<file path="config.mk">
export PLATFORM = sky130hd
export DESIGN_NAME = canvas_arbiter_flat
export DESIGN_NICKNAME = d
export VERILOG_FILES = /design/src/rtl/canvas_arbiter_if.sv /design/src/rtl/canvas_arbiter.sv /design/src/flat_wrapper.sv
export SDC_FILE = /design/constraint.sdc
export NUM_CORES = 1
export LEC_CHECK = 0
export ABC_AREA = 1
export BUFFER_PORTS_ARGS = -buffer_cell sky130_fd_sc_hd__buf_4
export CAP_MARGIN = 5
export CORE_MARGIN = 2
export CORE_UTILIZATION = 42
export DETAILED_ROUTE_END_ITERATION = 8
export PLACE_DENSITY = 0.82
export SLEW_MARGIN = 20
export SYNTH_ARGS = -nofsm -noshare
export SYNTH_HDL_FRONTEND = slang
export SYNTH_SLANG_ARGS = --single-unit
</file>
<file path="constraint.sdc">
create_clock -name clk -period 1.7 [get_ports clk]
set_clock_uncertainty 0.15 [all_clocks]
set_input_delay 0.085 -clock clk [delete_from_list [all_inputs] [get_ports clk]]
set_output_delay 0.085 -clock clk [all_outputs]
set_load 0.01 [all_outputs]
</file>
<file path="src/rtl/canvas_arbiter_if.sv">
// Canvas arbiter bus bundle.
// Groups the display read port, mouse-draw write port, classifier read port,
// clear control, and the single-port RAM command/response signals.
//   slave  : arbiter side (takes requests, drives grants/read data/RAM command)
//   master : environment side (clients plus RAM model)
interface canvas_arbiter_if #(
  parameter int AW = 10
);
  // display read port
  logic          disp_req;
  logic [AW-1:0] disp_addr;
  logic          disp_rvalid;
  logic          disp_pixel;
  // mouse-draw write port
  logic          draw_req;
  logic [AW-1:0] draw_addr;
  logic          draw_data;
  logic          draw_gnt;
  // classifier read port
  logic          cls_req;
  logic [AW-1:0] cls_addr;
  logic          cls_gnt;
  logic          cls_rvalid;
  logic          cls_pixel;
  // clear control
  logic          clear_start;
  logic          clear_busy;
  // single-port RAM
  logic          mem_en;
  logic          mem_we;
  logic [AW-1:0] mem_addr;
  logic          mem_wdata;
  logic          mem_rdata;

  modport slave (
    input  disp_req, disp_addr, draw_req, draw_addr, draw_data,
           cls_req, cls_addr, clear_start, mem_rdata,
    output disp_rvalid, disp_pixel, draw_gnt, cls_gnt, cls_rvalid, cls_pixel,
           clear_busy, mem_en, mem_we, mem_addr, mem_wdata
  );

  modport master (
    output disp_req, disp_addr, draw_req, draw_addr, draw_data,
           cls_req, cls_addr, clear_start, mem_rdata,
    input  disp_rvalid, disp_pixel, draw_gnt, cls_gnt, cls_rvalid, cls_pixel,
           clear_busy, mem_en, mem_we, mem_addr, mem_wdata
  );
endinterface

</file>
<file path="src/rtl/canvas_arbiter.sv">
// Canvas RAM arbiter: shares one single-port 1-bit RAM between the display
// reader (highest priority, never stalled), a clear sweep, and a round-robin
// pair of mouse-draw writer and classifier reader.
// Ports:
//   clk  - clock, rising edge
//   rst  - asynchronous active-low reset
//   bus  - canvas_arbiter_if.slave (request/grant/read-data ports + RAM command)
module canvas_arbiter #(
  parameter int DEPTH = 784,
  parameter int AW    = 10
) (
  input  logic              clk,
  input  logic              rst,
  canvas_arbiter_if.slave   bus
);

  typedef enum logic {IDLE, CLEAR} state_t;

  localparam logic [AW:0]   DEPTH_C = (AW+1)'(DEPTH);
  localparam logic [AW-1:0] LAST_C  = AW'(DEPTH - 1);

  state_t        state_q, state_d;
  logic [AW-1:0] clr_cnt_q, clr_cnt_d;
  logic          rr_q, rr_d;         // 0: draw wins next contest, 1: classify wins
  logic          disp_rvalid_q, disp_hit_q;
  logic          cls_rvalid_q, cls_hit_q;
  logic          draw_gnt, cls_gnt;
  logic          disp_inr, draw_inr, cls_inr;

  assign disp_inr = {1'b0, bus.disp_addr} < DEPTH_C;
  assign draw_inr = {1'b0, bus.draw_addr} < DEPTH_C;
  assign cls_inr  = {1'b0, bus.cls_addr}  < DEPTH_C;

  always_comb begin
    state_d       = state_q;
    clr_cnt_d     = clr_cnt_q;
    rr_d          = rr_q;
    draw_gnt      = 1'b0;
    cls_gnt       = 1'b0;
    bus.mem_en    = 1'b0;
    bus.mem_we    = 1'b0;
    bus.mem_addr  = '0;
    bus.mem_wdata = 1'b0;

    if (bus.disp_req) begin
      if (disp_inr) begin
        bus.mem_en   = 1'b1;
        bus.mem_addr = bus.disp_addr;
      end
    end else if (state_q == CLEAR) begin
      bus.mem_en   = 1'b1;
      bus.mem_we   = 1'b1;
      bus.mem_addr = clr_cnt_q;
      if (clr_cnt_q == LAST_C) begin
        state_d   = IDLE;
        clr_cnt_d = '0;
      end else begin
        clr_cnt_d = clr_cnt_q + AW'(1);
      end
    end else begin
      if (bus.draw_req && (!bus.cls_req || !rr_q)) begin
        draw_gnt = 1'b1;
        rr_d     = 1'b1;
        if (draw_inr) begin
          bus.mem_en    = 1'b1;
          bus.mem_we    = 1'b1;
          bus.mem_addr  = bus.draw_addr;
          bus.mem_wdata = bus.draw_data;
        end
      end else if (bus.cls_req) begin
        cls_gnt = 1'b1;
        rr_d    = 1'b0;
        if (cls_inr) begin
          bus.mem_en   = 1'b1;
          bus.mem_addr = bus.cls_addr;
        end
      end
    end

    // A start pulse during an active sweep is ignored: only IDLE reacts.
    if (state_q == IDLE && bus.clear_start) begin
      state_d   = CLEAR;
      clr_cnt_d = '0;
    end
  end

  always_ff @(posedge clk or negedge rst) begin
    if (!rst) begin
      state_q       <= IDLE;
      clr_cnt_q     <= '0;
      rr_q          <= 1'b0;
      disp_rvalid_q <= 1'b0;
      disp_hit_q    <= 1'b0;
      cls_rvalid_q  <= 1'b0;
      cls_hit_q     <= 1'b0;
    end else begin
      state_q       <= state_d;
      clr_cnt_q     <= clr_cnt_d;
      rr_q          <= rr_d;
      disp_rvalid_q <= bus.disp_req;
      disp_hit_q    <= bus.disp_req & disp_inr;
      cls_rvalid_q  <= cls_gnt;
      cls_hit_q     <= cls_gnt & cls_inr;
    end
  end

  // RAM data arrives in the rvalid cycle, so pixels are mem_rdata gated by the
  // registered "real RAM read" flags; out-of-range reads and reset yield 0.
  assign bus.disp_rvalid = disp_rvalid_q;
  assign bus.disp_pixel  = disp_hit_q & bus.mem_rdata;
  assign bus.cls_rvalid  = cls_rvalid_q;
  assign bus.cls_pixel   = cls_hit_q & bus.mem_rdata;
  assign bus.draw_gnt    = draw_gnt;
  assign bus.cls_gnt     = cls_gnt;
  assign bus.clear_busy  = (state_q == CLEAR);

endmodule

</file>
<file path="src/flat_wrapper.sv">
// flat-port wrapper written by rule: the top's interface ports become plain ports
module canvas_arbiter_flat 
#(
  parameter int DEPTH = 784,
  parameter int AW    = 10
)
  (clk, rst, bus_disp_req, bus_disp_addr, bus_draw_req, bus_draw_addr, bus_draw_data, bus_cls_req, bus_cls_addr, bus_clear_start, bus_mem_rdata, bus_disp_rvalid, bus_disp_pixel, bus_draw_gnt, bus_cls_gnt, bus_cls_rvalid, bus_cls_pixel, bus_clear_busy, bus_mem_en, bus_mem_we, bus_mem_addr, bus_mem_wdata);
  canvas_arbiter_if #(.AW(AW)) bus_i ();
  input  logic clk;
  input  logic rst;
  input wire logic [$bits(bus_i.disp_req)-1:0] bus_disp_req;
  input wire logic [$bits(bus_i.disp_addr)-1:0] bus_disp_addr;
  input wire logic [$bits(bus_i.draw_req)-1:0] bus_draw_req;
  input wire logic [$bits(bus_i.draw_addr)-1:0] bus_draw_addr;
  input wire logic [$bits(bus_i.draw_data)-1:0] bus_draw_data;
  input wire logic [$bits(bus_i.cls_req)-1:0] bus_cls_req;
  input wire logic [$bits(bus_i.cls_addr)-1:0] bus_cls_addr;
  input wire logic [$bits(bus_i.clear_start)-1:0] bus_clear_start;
  input wire logic [$bits(bus_i.mem_rdata)-1:0] bus_mem_rdata;
  output wire logic [$bits(bus_i.disp_rvalid)-1:0] bus_disp_rvalid;
  output wire logic [$bits(bus_i.disp_pixel)-1:0] bus_disp_pixel;
  output wire logic [$bits(bus_i.draw_gnt)-1:0] bus_draw_gnt;
  output wire logic [$bits(bus_i.cls_gnt)-1:0] bus_cls_gnt;
  output wire logic [$bits(bus_i.cls_rvalid)-1:0] bus_cls_rvalid;
  output wire logic [$bits(bus_i.cls_pixel)-1:0] bus_cls_pixel;
  output wire logic [$bits(bus_i.clear_busy)-1:0] bus_clear_busy;
  output wire logic [$bits(bus_i.mem_en)-1:0] bus_mem_en;
  output wire logic [$bits(bus_i.mem_we)-1:0] bus_mem_we;
  output wire logic [$bits(bus_i.mem_addr)-1:0] bus_mem_addr;
  output wire logic [$bits(bus_i.mem_wdata)-1:0] bus_mem_wdata;
  assign bus_i.disp_req = bus_disp_req;
  assign bus_i.disp_addr = bus_disp_addr;
  assign bus_i.draw_req = bus_draw_req;
  assign bus_i.draw_addr = bus_draw_addr;
  assign bus_i.draw_data = bus_draw_data;
  assign bus_i.cls_req = bus_cls_req;
  assign bus_i.cls_addr = bus_cls_addr;
  assign bus_i.clear_start = bus_clear_start;
  assign bus_i.mem_rdata = bus_mem_rdata;
  assign bus_disp_rvalid = bus_i.disp_rvalid;
  assign bus_disp_pixel = bus_i.disp_pixel;
  assign bus_draw_gnt = bus_i.draw_gnt;
  assign bus_cls_gnt = bus_i.cls_gnt;
  assign bus_cls_rvalid = bus_i.cls_rvalid;
  assign bus_cls_pixel = bus_i.cls_pixel;
  assign bus_clear_busy = bus_i.clear_busy;
  assign bus_mem_en = bus_i.mem_en;
  assign bus_mem_we = bus_i.mem_we;
  assign bus_mem_addr = bus_i.mem_addr;
  assign bus_mem_wdata = bus_i.mem_wdata;
  canvas_arbiter #(.DEPTH(DEPTH), .AW(AW)) u_core (.clk(clk), .rst(rst), .bus(bus_i));
endmodule
</file>
==> run_results.csv <==
group,metric,value,unit
setup_path,cp_data_arrival_time,1.49,ns
placed_design,routabilityCongestion,0.931,
timing,hold_violations,0,
logic_synthesis,ys_seq_elements,16,
layout,fin_area,1880,sq um
logic_synthesis,synth_ff_type,"dfrtp_1",
route,drt_first_iter_violations,86,
timing,relSlewSlack,0.744,
floorplanning,num_io_pins,58,
floorplanning,core_region_area,3000,sq um
power,netSwitchingPower,0.505,mW
power,powerDensity,703,nW/um^2
power,power_frac_seq,0.413,
logic_synthesis,synth.area.mux_share,0,
placed_design,port_buffers,57,
power,combPwrFrac,0.387,
logic_synthesis,synth_top_cells_by_count,"nand2_1, nand3_1, nor2_1",
global_routing,grt_pass1_wl,6170,microns
logic_synthesis,synth-adder-area-share,0.00964,
logic_synthesis,synth_area,1300,sq um
layout,final_nets,311,
layout,drive_gt1_frac,0.303,
placed_design,dpl_cell_area,1760,sq um
timing,max_freq,580,MHz
route,ant_nets,0,
timing,setup-violations-final,2,
cts,cts_tree,"done",
setup_path,crit_path_frequent_cell,"buf_4",
setup_path,crit_fanout,12,
timing,tns,-0.0265,ns
route,wl_per_cell,12.9,microns
logic_synthesis,synth_warnings,0,
logic_synthesis,synth_most_common_cell,"nand2_1",
cts,cts_made_buffers,3,
floorplanning,die_x,59.6,microns
timing,finalCritPeriodShare,1.01,
floorplanning,die-area,3550,sq um
power,clock_power_share,0.199,
cts,cts.sinks,16,
route,drtPass1Iterations,5,
timing,finalCriticalPeriod,1.72,ns
cts,clock_latency,0.30,ns
status,run_status,"finished with violations",
power,finalPower,1.32,mW
power,vdd_ir_drop_max,0.618,mV
global_routing,grt_max_degree,17,
route,drc,0,
placed_design,place_hpwl,2940,microns
logic_synthesis,synth_top_family_by_area,"simple AND/OR/NAND/NOR gates",
timing,finalWorstSetupSlack,-0.0248,ns
power,p_leak,0.978,nW
cts,cts_buffer_depth,2,
global_routing,gr-total-overflow,0,
logic_synthesis,syn_area_per_cell,6.27,sq um
setup_path,crit_path_max_incr_delay,0.40,ns
timing,worst_pin_slew,0.383,ns
logic_synthesis,synth-async-reset-ratio,1.00,
cts,cts-root-buf,"clkbuf_4",
layout,antennaDiodeCount,0,
floorplanning,rows,20,
timing,rsz0062_at_grt,"yes",
setup_path,crit_family,"flip-flops",
layout,final_core_util,0.627,
power,internal_power,0.817,mW
setup_path,crit_chain,"buf_4 > nand2_8 > inv_4 > a22oi_2 > nand3_1 > buf_4",
hold_path,hold_path_class,"in -> async",
timing,holdWs,0.0295,ns
logic_synthesis,synth_nets,246,
layout,fillers,282,
logic_synthesis,synth_seq_area_share,0.309,
setup_path,start_kind,"register",
logic_synthesis,synth_edf_count,0,
logic_synthesis,synth.area.top_cells,"dfrtp_1, nand2_1, nand3_1",
logic_synthesis,synth_cell_types,24,
floorplanning,initial_core_util,0.432,
global_routing,grt_pass1_vias,1399,
logic_synthesis,yosys.area_share.simple,0.498,
layout,area_delta_synth_final,45.0,%
logic_synthesis,synthXorXnorAreaFrac,0.0203,
logic_synthesis,synthCells,207,
logic_synthesis,synth-compound-area-share,0.0540,
setup_path,crit_path_top_delay_cell,"dfrtp_1",
timing,slew_violations,0,
global_routing,antenna_found_initial,0,
logic_synthesis,synth.top_cell.area_share,0.309,
route,vias,1577,
power,p_sw_frac,0.382,
cts,clk_pin_slew,0.11,ns
route,routedLengthMet1,1610,microns
route,drt-total-wl,3910,microns
route,avgViaCountPerCell,5.19,
route,route.met3.wl,389,microns
setup_path,crit_path_end_kind,"primary output",
floorplanning,die_h,59.6,microns
route,top_layer,"met4",
setup_path,worstPathRequired,1.46,ns
flow_run,maxCapViolCount,0,
status,violations,"setup timing",
setup_path,crit_type,"reg -> out",
route,dr_wl_met2,1860,microns
setup_path,worst-path-buf-inv,3,
logic_synthesis,synth_top_area_cell,"dfrtp_1",
cts,cts_max_level,1,
global_routing,grtUsageTotal,0.232,
-- path summary, 6_finish.rpt --
kind,slack [ns],depth (start not counted),endpoint,start
hold reg to reg,0.36,2,u_core.rr_q,u_core.rr_q
hold / removal,0.03,2,u_core.clr_cnt_q[5],rst
max in group asynchronous,1.18,2,u_core.rr_q,rst
min in group clk,0.05,4,u_core.cls_hit_q,bus_cls_req
setup reg to reg,0.15,6,u_core.clr_cnt_q[3],u_core.clr_cnt_q[0]
setup / recovery,-0.02,6,bus_mem_addr[7],u_core.bus.clear_busy
-- sequential cells by signal (all words and copies together) (netlist names) --
register,count
u_core.clr_cnt_q,10
u_core.bus.clear_busy,1
u_core.bus.cls_rvalid,1
u_core.bus.disp_rvalid,1
u_core.cls_hit_q,1
u_core.disp_hit_q,1
u_core.rr_q,1
-- layer usage --
| layer | GRT usage | vias up |
|---|---|---|
| met5 | 0 | - |
| met3 | 0.0524 | 8 |
| met4 | 0.0698 | 0 |
| met2 | 0.392 | 72 |
| li1 | - | 803 |
| met1 | 0.295 | 694 |
-- placed cells by master, fill, tap and decap left out --
cell            n
a21boi_0        3
a21oi_1         1
a22oi_2         3
and3_1          1
buf_4          65
clkbuf_4        3
clkbuf_8        1
dfrtp_1        16
dlygate4sd3_1   3
ha_1            1
inv_1          21
inv_2           2
inv_4           1
nand2_1        60
nand2_2         2
nand2_8         1
nand3_1        39
nand3b_1        1
nand4_1        13
nor2_1         23
nor2_2          2
nor2_4          2
o21ai_0         4
xnor2_1         1
xor2_1          2
-- power by group through the flow --
stage	registers (mW)	logic, mW	clock network, mW
floorplan	0.499	0.314	0
global placement	0.550	0.482	0
detailed placement	0.548	0.490	0
CTS	0.543	0.506	0.267
global route	0.557	0.567	0.287
finish	0.547	0.512	0.263
-- what timing repair did --
| action | in CTS | in global routing |
|---|---|---|
| hold buffers | 3 | 0 |
| endpoints found under the setup margin | 10 | 11 |
| resized for setup | 7 | 2 |
| hold endpoints to repair | 22 | 0 |
| setup buffers | 2 | 0 |
| pin swaps | 3 | 2 |
-- cell families (layout without fill, tap and decap cells) --
family	after synthesis	count (layout)
simple gates	144	144
buf+inv	32	96
flops	16	16
compound gates	11	11
xor+xnor	3	3
fa+ha+maj	1	1
-- through the flow --
step,instances,setup slack [ns]
detailed placement,295,0.193
floorplan,207,0.303
global placement,295,0.213
global route,304,-0.129
CTS,304,0.000800
finish,304,-0.0248
-- area by class of cell --
class	count	area (sq um)	share of cell area
Inverter	24	92.6	0.0492
Clock buffer	4	36.3	0.0193
Multi-Input combinational cell	159	793	0.422
Sequential cell	16	400	0.213
Timing Repair Buffer	68	518	0.275
Tap cell	33	41.3	0.0219
(Power assumes the default switching activity.)
